### config.mk
export PLATFORM = sky130hd
export DESIGN_NAME = drp_rmw_master
export DESIGN_NICKNAME = d
export VERILOG_FILES = /design/src/rtl/drp_rmw_master.sv
export SDC_FILE = /design/constraint.sdc
export NUM_CORES = 1
export LEC_CHECK = 0
export BUFFER_PORTS_ARGS = -buffer_cell sky130_fd_sc_hd__buf_2
export CORE_UTILIZATION = 41
export CTS_CLUSTER_SIZE = 14
export DETAILED_ROUTE_END_ITERATION = 6
export PLACE_DENSITY_LB_ADDON = 0.05
export SKIP_LAST_GASP = 1
export SYNTH_ARGS = -nofsm -noshare
export SYNTH_HDL_FRONTEND = slang
export SYNTH_SLANG_ARGS = --single-unit
export TNS_END_PERCENT = 50
### constraint.sdc
create_clock -name DRPCLK_I -period 2.94 [get_ports DRPCLK_I]
set_input_delay 0.588 -clock DRPCLK_I [delete_from_list [all_inputs] [get_ports DRPCLK_I]]
set_output_delay 0.588 -clock DRPCLK_I [all_outputs]
set_load 0.02 [all_outputs]
### src/rtl/drp_rmw_master.sv
// drp_rmw_master
//   Single-clock DRP transaction master. Takes one command at a time (read,
//   write or masked read-modify-write), runs the DRP EN/WE/RDY handshake and
//   returns exactly one response per command. Every wait for RDY is bounded by
//   TIMEOUT_CYCLES, so a response is always produced.
//
// Ports
//   DRPCLK_I, DRPRSTN_I      clock, synchronous active-low reset
//   CMD_VALID_I/CMD_READY_O  command handshake (ready only while idle)
//   CMD_OP_I                 00 read, 01 write, 10 RMW, 11 handled as read
//   CMD_ADDR_I/DATA_I/MASK_I command address, write/insert data, RMW mask
//   RSP_VALID_O              one-cycle response pulse
//   RSP_DATA_O               read data, or the value written; 0 on timeout
//   RSP_TIMEOUT_O            response is the result of a timed-out access
//   BUSY_O                   a command is in progress
//   M_DRP*                   DRP master port (EN is a single-cycle pulse)
module drp_rmw_master #(
  parameter int ADDR_WIDTH     = 9,
  parameter int DATA_WIDTH     = 16,
  parameter int TIMEOUT_CYCLES = 1023
) (
  input  logic                  DRPCLK_I,
  input  logic                  DRPRSTN_I,
  input  logic                  CMD_VALID_I,
  output logic                  CMD_READY_O,
  input  logic [1:0]            CMD_OP_I,
  input  logic [ADDR_WIDTH-1:0] CMD_ADDR_I,
  input  logic [DATA_WIDTH-1:0] CMD_DATA_I,
  input  logic [DATA_WIDTH-1:0] CMD_MASK_I,
  output logic                  RSP_VALID_O,
  output logic [DATA_WIDTH-1:0] RSP_DATA_O,
  output logic                  RSP_TIMEOUT_O,
  output logic                  BUSY_O,
  output logic [ADDR_WIDTH-1:0] M_DRPADDR_O,
  output logic [DATA_WIDTH-1:0] M_DRPDI_O,
  input  logic [DATA_WIDTH-1:0] M_DRPDO_I,
  output logic                  M_DRPEN_O,
  output logic                  M_DRPWE_O,
  input  logic                  M_DRPRDY_I
);

  localparam int CNT_WIDTH = $clog2(TIMEOUT_CYCLES + 1);
  localparam logic [CNT_WIDTH-1:0] CNT_LAST = CNT_WIDTH'(TIMEOUT_CYCLES - 1);

  typedef enum logic [2:0] {
    S_IDLE,
    S_RD_REQ,
    S_RD_WAIT,
    S_WR_REQ,
    S_WR_WAIT,
    S_RESP
  } state_t;

  state_t                state_q, state_d;
  logic [CNT_WIDTH-1:0]  cnt_q, cnt_d;
  logic                  is_rmw_q, is_rmw_d;
  logic [ADDR_WIDTH-1:0] addr_q, addr_d;
  logic [DATA_WIDTH-1:0] data_q, data_d;
  logic [DATA_WIDTH-1:0] mask_q, mask_d;

  logic [DATA_WIDTH-1:0] merged;
  logic                  wait_expired;

  // Next values of the registered outputs
  logic                  cmd_ready_d;
  logic                  busy_d;
  logic                  en_d;
  logic                  we_d;
  logic [ADDR_WIDTH-1:0] drpaddr_d;
  logic [DATA_WIDTH-1:0] drpdi_d;
  logic                  rsp_valid_d;
  logic [DATA_WIDTH-1:0] rsp_data_d;
  logic                  rsp_to_d;

  // RMW write value is built straight from the returning read data, so the
  // write request can be issued on the edge that samples the read RDY.
  assign merged = (M_DRPDO_I & ~mask_q) | (data_q & mask_q);

  // cnt_q counts completed WAIT cycles without RDY; reaching CNT_LAST in a
  // cycle that still has no RDY means TIMEOUT_CYCLES waits have elapsed.
  assign wait_expired = (cnt_q == CNT_LAST);

  always_comb begin
    state_d     = state_q;
    cnt_d       = cnt_q;
    is_rmw_d    = is_rmw_q;
    addr_d      = addr_q;
    data_d      = data_q;
    mask_d      = mask_q;
    en_d        = 1'b0;
    we_d        = 1'b0;
    drpaddr_d   = M_DRPADDR_O;
    drpdi_d     = M_DRPDI_O;
    rsp_valid_d = 1'b0;
    rsp_data_d  = '0;
    rsp_to_d    = 1'b0;

    case (state_q)
      S_IDLE: begin
        if (CMD_VALID_I && CMD_READY_O) begin
          is_rmw_d  = (CMD_OP_I == 2'b10);
          addr_d    = CMD_ADDR_I;
          data_d    = CMD_DATA_I;
          mask_d    = CMD_MASK_I;
          en_d      = 1'b1;
          drpaddr_d = CMD_ADDR_I;
          if (CMD_OP_I == 2'b01) begin
            state_d = S_WR_REQ;
            we_d    = 1'b1;
            drpdi_d = CMD_DATA_I;
          end else begin
            state_d = S_RD_REQ;
          end
        end
      end

      S_RD_REQ: begin
        state_d = S_RD_WAIT;
        cnt_d   = '0;
      end

      S_RD_WAIT: begin
        if (M_DRPRDY_I) begin
          if (is_rmw_q) begin
            state_d   = S_WR_REQ;
            en_d      = 1'b1;
            we_d      = 1'b1;
            drpaddr_d = addr_q;
            drpdi_d   = merged;
          end else begin
            state_d     = S_RESP;
            rsp_valid_d = 1'b1;
            rsp_data_d  = M_DRPDO_I;
          end
        end else if (wait_expired) begin
          state_d     = S_RESP;
          rsp_valid_d = 1'b1;
          rsp_to_d    = 1'b1;
        end else begin
          cnt_d = cnt_q + CNT_WIDTH'(1);
        end
      end

      S_WR_REQ: begin
        state_d = S_WR_WAIT;
        cnt_d   = '0;
      end

      S_WR_WAIT: begin
        if (M_DRPRDY_I) begin
          state_d     = S_RESP;
          rsp_valid_d = 1'b1;
          rsp_data_d  = M_DRPDI_O;
        end else if (wait_expired) begin
          state_d     = S_RESP;
          rsp_valid_d = 1'b1;
          rsp_to_d    = 1'b1;
        end else begin
          cnt_d = cnt_q + CNT_WIDTH'(1);
        end
      end

      S_RESP: begin
        state_d = S_IDLE;
      end

      default: begin
        state_d = S_IDLE;
      end
    endcase

    cmd_ready_d = (state_d == S_IDLE);
    busy_d      = (state_d != S_IDLE);
  end

  always_ff @(posedge DRPCLK_I) begin
    if (!DRPRSTN_I) begin
      state_q       <= S_IDLE;
      cnt_q         <= '0;
      is_rmw_q      <= 1'b0;
      addr_q        <= '0;
      data_q        <= '0;
      mask_q        <= '0;
      CMD_READY_O   <= 1'b0;
      BUSY_O        <= 1'b0;
      M_DRPEN_O     <= 1'b0;
      M_DRPWE_O     <= 1'b0;
      M_DRPADDR_O   <= '0;
      M_DRPDI_O     <= '0;
      RSP_VALID_O   <= 1'b0;
      RSP_DATA_O    <= '0;
      RSP_TIMEOUT_O <= 1'b0;
    end else begin
      state_q       <= state_d;
      cnt_q         <= cnt_d;
      is_rmw_q      <= is_rmw_d;
      addr_q        <= addr_d;
      data_q        <= data_d;
      mask_q        <= mask_d;
      CMD_READY_O   <= cmd_ready_d;
      BUSY_O        <= busy_d;
      M_DRPEN_O     <= en_d;
      M_DRPWE_O     <= we_d;
      M_DRPADDR_O   <= drpaddr_d;
      M_DRPDI_O     <= drpdi_d;
      RSP_VALID_O   <= rsp_valid_d;
      RSP_DATA_O    <= rsp_data_d;
      RSP_TIMEOUT_O <= rsp_to_d;
    end
  end

endmodule

==> impl_metrics.ini, run 1 <==
[detailed_routing]
viasPerCell = 5.32
drt_iter0_markers = 169
post-route-drc-count = 0
wl_per_cell_um = 14.9
ant_nets = 0
drt_first_pass_iters = 5
totalWireLength_um = 11300
via_count = 4025

[synth]
netlist.area_leader.share_pct = 46.7
ys_async_sr_fraction_pct = 0
ys_seq_elements = 102
syn_inst = 524
synth_warnings = 0
synth.net_count = 589
syn_area_per_cell_um2 = 8.35
synth-edff-count = 0
synth_area_mm2 = 0.00438
synth-seq-area-share_pct = 46.7
post-synth-top-area-cell = dfxtp_1
synth_flop_cell = dfxtp_1
synth_common_cells = 125 x nand2_1, 102 x dfxtp_1, 59 x a21oi_1
synth_most_common_cell = nand2_1
synth_cell_types = 50
ys_top_cells_by_area = dfxtp_1 47%, nand2_1 11%, a21oi_1 6.7%

[worst_hold_path]
hold_path.class = primary input to flip-flop

[sta]
whs_ps = 441
period_needed_ps = 2170
grt_setup_unrepaired = no
fin_setup_tns_ps = 0
worst_pin_slew_ps = 678
maxSlewViolCount = 0
fmax_mhz = 461
max_slew_margin_pct = 54.4
min_period_over_period_pct = 73.9
finClkSkew_ps = 11.7
finalHoldViolCount = 0
setup_viol = 0

[global_route]
grt_pass1_wl_um = 18300
grt_pass1_vias = 3692
antenna_found_initial = 0
grt_usage_pct = 20.8
grt_max_degree = 65
grt_overflow = 0

[layout]
fin_util_pct = 50.5
areaGrowthSynthToFinish_pct = 19.2
fin_nets = 680
drive_gt1_share_pct = 23.5
n_antenna_cell = 0

[floorplanning]
num_rows = 37
die-width_um = 105
die_height_um = 105
ios = 110
coreArea_mm2 = 0.0103
dieArea_mm2 = 0.0111
start_util_pct = 42.4

[clock_network]
cts_hold_buf = 0
postCtsSetupRepairBufs = 0
cts.reportedPaths.clkPinSlew_ps = 100
cts_tree = yes
clk_latency_ps = 370
clk_path_buf_depth = 2
ctsResizeCount = 0
cts_htree_levels = 3
clock_sinks = 102
root_buffer = clkbuf_8
cts-buffers-inserted = 9

[placed_design]
routabilityCongestion = 0.784
place_hpwl_um = 7470
port_buffers = 109

[power]
ir_worst_vdd_mv = 0.225
p_total_mw = 2.93
powerDensity_mw_per_mm2 = 562
p_leak_nw = 1.97

[critical_path]
arrival_ps = 2470
start_kind = flip-flop
cp-end-kind = flip-flop
critPathRequiredTime_ps = 3240
path_max_fanout = 33
critPathKind = flip-flop to flip-flop

[job]
cap_viol_max_count = 0

[run_status]
status = complete, no violations
-- through the flow --
stage          cell area, µm²  cells  setup WS [ps]
2_1_floorplan            4380    524           1020
3_3_place_gp             5020    740            794
3_5_place_dp             5020    740            714
4_1_cts                  5220    756            703
5_1_grt                  5220    756            507
6_report                 5220    756            768
-- worst max-delay path: stages, from the launching register on --
cell and delay [ps]:
dfxtp_1 650, or2_2 480, or2_2 330, buf_4 390, nand2_1 80, a21boi_0 160
-- final timing paths --
| kind | endpoint | from | cells after the start | slack, ps |
|---|---|---|---|---|
| worst max-delay path | data_q[14] | state_q[0] | 5 | 770 |
| worst min-delay path | mask_q[9] | CMD_MASK_I[9] | 3 | 440 |
| worst max register to register | data_q[14] | state_q[0] | 5 | 770 |
| worst min register to register | data_q[0] | data_q[0] | 2 | 460 |
-- flip-flops by register name (all words and copies together) (netlist names), 3 cells and up --
register and flops:
RSP_DATA_O 16, mask_q 16, M_DRPADDR_O 9, data_q 16
state_q 3, M_DRPDI_O 16, addr_q 9, cnt_q 10
-- per-layer routing --
layer / vias up / track usage, % / wire, µm
met3: 12 / 3.40 / 488
met1: 1875 / 27.7 / 5200
met5: - / 0 / 0
met4: 0 / 9.56 / 194
met2: 101 / 33.0 / 5390
li1: 2037 / - / -
-- cell usage in the layout, fill, tap and decap left out, drive strengths merged, types with 3 or more instances in the layout --
master,instances
nand4,4
inv,4
or2,4
o2111ai,16
nand2,125
o31ai,6
dfxtp,102
nand3,6
a21oi,59
clkbuf,10
clkinv,4
nor2,37
o21ai,20
a22oi,16
a311oi,9
buf,118
o21a,4
mux2i,17
nor3,7
a21boi,11
nor2b,3
or4,6
-- final cells by class --
class | instances | area (µm²)
inverters | 4 | 15.0
multi-input cells | 380 | 2140
well taps | 136 | 170
flip-flops and latches | 102 | 2040
clock buffers | 10 | 138
repair buffers | 118 | 651
fillers | 1027 | 5110
clock inverters | 6 | 61.3
-- kinds of logic after synthesis --
logic type,Yosys count,synth area share [%]
buf+inv,42,4.66
simple gates,209,21.5
fa+ha+maj,2,0.572
mux,17,3.89
compound gates,151,22.5
xor+xnor,1,0.200
flops,102,46.7
-- where the power goes --
group / leakage (nW) / switching [mW] / internal [mW]
registers: 0.827 / 0.0606 / 1.46
clock network: 0.102 / 0.494 / 0.414
logic: 1.04 / 0.318 / 0.181
Note: power is estimated with default switching activity, not from simulation.
==> run 2: changes to the inputs <==
--- a/config.mk
+++ b/config.mk
@@ -5,6 +5,7 @@
 export SDC_FILE = /design/constraint.sdc
 export NUM_CORES = 1
 export LEC_CHECK = 0
+export ABC_AREA = 1
 export BUFFER_PORTS_ARGS = -buffer_cell sky130_fd_sc_hd__buf_2
 export CORE_UTILIZATION = 41
 export CTS_CLUSTER_SIZE = 14
==> constraint.sdc (replaced) <==
create_clock -name DRPCLK_I -period 1.8 [get_ports DRPCLK_I]
set_input_delay 0.36 -clock DRPCLK_I [delete_from_list [all_inputs] [get_ports DRPCLK_I]]
set_output_delay 0.36 -clock DRPCLK_I [all_outputs]
set_load 0.02 [all_outputs]
==> impl_metrics.ini, run 2 <==
[run_status]
status = complete, no violations

[power]
combPwrFrac_pct = 22.9
internal_power_mw = 3.51
p_leak_nw = 2.34
clock_power_share_pct = 26.6
ir_worst_vdd_mv = 0.473
switching_share_pct = 35.1
powerDensity_mw_per_mm2 = 1040
power.net_switching_mw = 1.90
p_seq_share_pct = 50.5

[job]
cap_viol_max_count = 0

[detailed_routing]
totalWireLength_um = 11400
via_count = 4114
post-route-drc-count = 0
drt_first_pass_iters = 5
drt_iter0_markers = 229
wl_per_cell_um = 13.7
ant_nets = 0
viasPerCell = 4.96

[sta]
worst_pin_slew_ps = 396
finalHoldViolCount = 0
min_period_over_period_pct = 86.0
maxSlewViolCount = 0
grt_setup_unrepaired = no
finClkSkew_ps = 19.9
fmax_mhz = 646
period_needed_ps = 1550
setup_viol = 0
fin_setup_tns_ps = 0
max_slew_margin_pct = 73.5

[clock_network]
cts_hold_buf = 0
cts-buffers-inserted = 9
clk_latency_ps = 380
cts.reportedPaths.clkPinSlew_ps = 100
cts_htree_levels = 3
cts_tree = yes
root_buffer = clkbuf_8
clk_path_buf_depth = 2
ctsResizeCount = 0
postCtsSetupRepairBufs = 0
clock_sinks = 102

[critical_path]
arrival_ps = 1820
startpoint = state_q[0]
cp-end-kind = flip-flop
reg2regPathDepth = 9
start_kind = flip-flop
critPathKind = flip-flop to flip-flop
critPathRequiredTime_ps = 2070
path_max_fanout = 12
r2r-start = state_q[0]

[global_route]
grt_pass1_vias = 3705
antenna_found_initial = 0
grt_max_degree = 47
grt_pass1_wl_um = 18400
grt_usage_pct = 21.2
grt_overflow = 0

[placed_design]
placed_cell_area_mm2 = 0.00497
place_hpwl_um = 8010
port_buffers = 109
routabilityCongestion = 0.809

[worst_hold_path]
hold_path.class = primary input to flip-flop
min_from = M_DRPRDY_I
hold_depth = 2

[synth]
ys_async_sr_fraction_pct = 0
synth_flop_cell = dfxtp_1
syn_area_per_cell_um2 = 7.33
ys_seq_elements = 102
synth-edff-count = 0
ys_top_cells_by_area = dfxtp_1 47%, nand2_1 12%, nor2_1 8.5%
synth_common_cells = 138 x nand2_1, 102 x dfxtp_1, 98 x nor2_1
synth-seq-area-share_pct = 47.2
synth_warnings = 0
post-synth-top-area-cell = dfxtp_1
synth_cell_types = 30
syn_inst = 591
synth_area_mm2 = 0.00433
netlist.area_leader.share_pct = 47.2
synth_most_common_cell = nand2_1
synth.net_count = 656

[floorplanning]
start_util_pct = 42.1
num_rows = 37
coreArea_mm2 = 0.0103
ios = 110
dieArea_mm2 = 0.0110
die_height_um = 105
die-width_um = 105

[layout]
fin_nets = 754
design_area_mm2 = 0.00517
final_common_cell = nand2_1
drive_gt1_share_pct = 23.6
n_antenna_cell = 0
final_cell_mix = 138 x nand2_1, 109 x buf_2, 102 x dfxtp_1
fillerInstances = 1063
areaGrowthSynthToFinish_pct = 19.5
run 2: cell count changes in the layout (fill, tap and decap cells not counted), moves of 9 or more:
cell | previous run | this run
nor2_1 | 36 | 98
a22oi_1 | 16 | 0
o21ai_1 | 0 | 16
a21oi_1 | 59 | 29
inv_1 | 3 | 30
o21ai_0 | 20 | 68
a311oi_1 | 9 | 0
a21boi_0 | 11 | 0
o2111ai_1 | 16 | 0
a31oi_1 | 2 | 26
nand2_1 | 125 | 138
mux2i_1 | 17 | 0
run 2: cell type report:
cell class                 count  area (µm²)  share of cell area [%]
clock buffer                   9         124                    2.40
clock inverter                 7        72.6                    1.40
inverter                      37         139                    2.69
multi-input combinational    421        1970                    38.2
sequential                   102        2040                    39.5
tap                          136         170                    3.29
timing repair buffer         118         651                    12.6
run 2: final timing paths:
check,to,slack [ps]
setup / recovery,cnt_q[7],250
hold / removal,RSP_TIMEOUT_O,190
setup reg to reg,cnt_q[7],250
hold reg to reg,data_q[15],460
run 2: logic make-up after synthesis:
group / after synthesis / share of synthesized area [%]
xor gates and xnor gates: 2 / 0.405
AOI/OAI and AO/OA: 148 / 18.5
adders and majority gates: 2 / 0.578
and+or+nand+nor: 269 / 26.1
DFF: 102 / 47.2
buffers and inverters: 68 / 7.25
run 2: per-stage QoR:
step	setup WS, ps	power (mW)	util [%]	hold WS (ps)	std cells
3_5_place_dp	265	4.02	48.4	445	814
5_1_grt	79.7	5.75	50.3	176	830
2_1_floorplan	393	3.63	-	425	591
4_1_cts	245	5.45	50.3	181	830
6_report	252	5.40	50.3	190	830
3_3_place_gp	327	3.99	48.4	439	814
run 2: worst max-delay path, cell delays in order (launching register included):
cell and delay, ps:
dfxtp_1 390, inv_2 80, nand3_2 160, nand2_2 130
inv_2 180, nand2_4 90, nand2_4 150, inv_1 110
nand2_1 90, a21oi_2 50
run 2: routing by layer:
| metal | global-route usage [%] | vias to the layer above | wire length [µm] |
|---|---|---|---|
| li1 | - | 2122 | - |
| met1 | 29.6 | 1846 | 5450 |
| met2 | 32.6 | 134 | 5020 |
| met3 | 5.24 | 12 | 773 |
| met4 | 5.13 | 0 | 107 |
| met5 | 0 | - | 0 |
run 2: power groups by stage:
stage                     registers (mW)  logic (mW)  clock network (mW)
after global placement              2.77        1.22                   0
after detailed placement            2.78        1.24                   0
after global routing                2.76        1.40                1.58
after floorplan                     2.85       0.784                   0
final                               2.73        1.24                1.44
after CTS                           2.73        1.25                1.48
==> run 3: changes to the inputs <==
--- a/config.mk
+++ b/config.mk
@@ -10,6 +10,7 @@
 export CORE_UTILIZATION = 41
 export CTS_CLUSTER_SIZE = 14
 export DETAILED_ROUTE_END_ITERATION = 6
+export MAX_ROUTING_LAYER = met4
 export PLACE_DENSITY_LB_ADDON = 0.05
 export SKIP_LAST_GASP = 1
 export SYNTH_ARGS = -nofsm -noshare
==> constraint.sdc (replaced) <==
create_clock -name DRPCLK_I -period 1.3 [get_ports DRPCLK_I]
set_input_delay 0.26 -clock DRPCLK_I [delete_from_list [all_inputs] [get_ports DRPCLK_I]]
set_output_delay 0.26 -clock DRPCLK_I [all_outputs]
set_load 0.02 [all_outputs]
==> impl_metrics.ini, run 3 (synthesis gave the netlist of run 2 again) <==
[global_route]
antenna_found_initial = 1
grt_usage_pct = 23.2
grt_pass1_vias = 3916
grt_max_degree = 35
grt_pass1_wl_um = 19700
grt_overflow = 0

[critical_path]
worstPathCellList = inv_2 > ha_4 > nand3_2 > nor2_4 > nand2_2 > nand2_4 > nand2_8 > nand2_8 > inv_4 > nand2_1 > a21oi_2
critPathRequiredTime_ps = 1550
crit_buf_inv = 2
cp-end-kind = flip-flop
reg2regPathDepth = 11
timing.critical_path.mode_cell = nand2_8
start_kind = flip-flop
slowest_delay_ps = 330
r2r-start = cnt_q[0]
cp_slowest_cell = dfxtp_2
startpoint = cnt_q[0]
path_max_fanout = 6
cp_top_family = simple AND/OR/NAND/NOR gates
critPathKind = flip-flop to flip-flop
r2r_slack_ps = -100
reg2reg_to = cnt_q[1]
arrival_ps = 1660

[sta]
min_period_over_period_pct = 108
fin_ws_ps = -101
period_needed_ps = 1400
grt_setup_unrepaired = yes
max_slew_margin_pct = 79.1
setup_viol = 62
worst_pin_slew_ps = 314
finClkSkew_ps = 12.6
fmax_mhz = 714
whs_ps = 111
maxSlewViolCount = 0
finalHoldViolCount = 0

[power]
powerDensity_mw_per_mm2 = 1340
p_leak_nw = 2.72
ir_worst_vdd_mv = 0.784

[detailed_routing]
post-route-drc-count = 0
drt_first_pass_iters = 5
wl_per_cell_um = 14.6
viasPerCell = 4.93
totalWireLength_um = 13000
ant_nets = 0
drt_iter0_markers = 196
via_count = 4384

[layout]
register_area_mm2 = 0.00205
final_common_cell = nand2_1
multi_input_area_mm2 = 0.00226
final_cell_mix = 128 x nand2_1, 109 x buf_2, 96 x dfxtp_1
areaGrowthSynthToFinish_pct = 41.2
drive_gt1_share_pct = 36.5
fin_nets = 813
fillerInstances = 1012
fin_util_pct = 59.5
design_area_mm2 = 0.00611

[clock_network]
clock_sinks = 102
cts_htree_levels = 3
cts_tree = yes
clk_latency_ps = 370
cts-buffers-inserted = 9
cts.reportedPaths.clkPinSlew_ps = 100
cts_hold_buf = 0
root_buffer = clkbuf_8
clk_path_buf_depth = 2

[run_status]
status = finished with violations
violations = setup timing

[worst_hold_path]
min_to = mask_q[7]
hold_depth = 3
hold_path.class = primary input to flip-flop
min_from = CMD_MASK_I[7]

[floorplanning]
die_height_um = 105
coreArea_mm2 = 0.0103
start_util_pct = 42.1
num_rows = 37
dieArea_mm2 = 0.0110
ios = 110
die-width_um = 105

[placed_design]
routabilityCongestion = 0.828
placed_cell_area_mm2 = 0.00528
place_hpwl_um = 8420
port_buffers = 109

[job]
cap_viol_max_count = 0
[run 3: cell count changes in the layout (fill, tap and decap cells not counted), sizes merged]
| cell | delta |
|---|---|
| clkinvlp | +1 |
| inv | -3 |
| nand2 | +3 |
| buf | +51 |
| diode | +1 |
| clkbuf | +7 |
[run 3: worst max path at each step]
stage,to,slack [ps],cells after the start
after floorplan,cnt_q[0],-40,12
after global placement,M_DRPDI_O[5],-140,8
after detailed placement,M_DRPDI_O[6],-160,8
after CTS,M_DRPDI_O[6],-100,9
after global routing,cnt_q[1],-180,11
final,cnt_q[1],-100,11
[run 3: power by group]
group / leakage, nW / total, mW / switching, mW / internal, mW
logic: 1.80 / 2.53 / 1.48 / 1.05
registers: 0.834 / 3.79 / 0.249 / 3.54
clock network: 0.0866 / 1.90 / 1.13 / 0.768
[run 3: routing by layer]
layer | part of all wire (%) | GRT usage, %
met2 | 46 | 34.3
met1 | 49 | 32.9
met4 | 0.80 | 6.34
met3 | 4.6 | 3.37
met5 | 0 | -
[run 3: per-stage QoR]
stage	TNS, ps	std cells	worst slack, ps	power, mW
finish	-2070	890	-101	8.22
global route	-9860	890	-179	8.70
CTS	-3960	880	-100	7.92
detailed placement	-4980	851	-161	5.75
global placement	-3480	851	-140	5.72
floorplan	-96.3	591	-43.1	5.04
[run 3: layout make-up]
class / count / share of cell area, %
multi-input cells: 424 / 37.0
flip-flops and latches: 102 / 33.6
clock inverters: 5 / 0.676
well taps: 136 / 2.78
repair buffers: 174 / 20.9
clock buffers: 11 / 2.31
inverters: 37 / 2.60
diodes: 1 / 0.0410
[run 3: worst register-to-register path: stages, from the launching register on]
cell and delay [ps]:
dfxtp_2 330, inv_2 70, ha_4 120, nand3_2 90, nor2_4 120, nand2_2 80, nand2_4 110, nand2_8 100
nand2_8 120, inv_4 50, nand2_1 60, a21oi_2 50
[run 3: what timing repair did]
item,CTS,global route
setup buffers,11,5
hold endpoints to repair,0,0
gates cloned,3,7
gates resized for setup,35,64
pin swaps,7,18
setup endpoints to repair,83,101
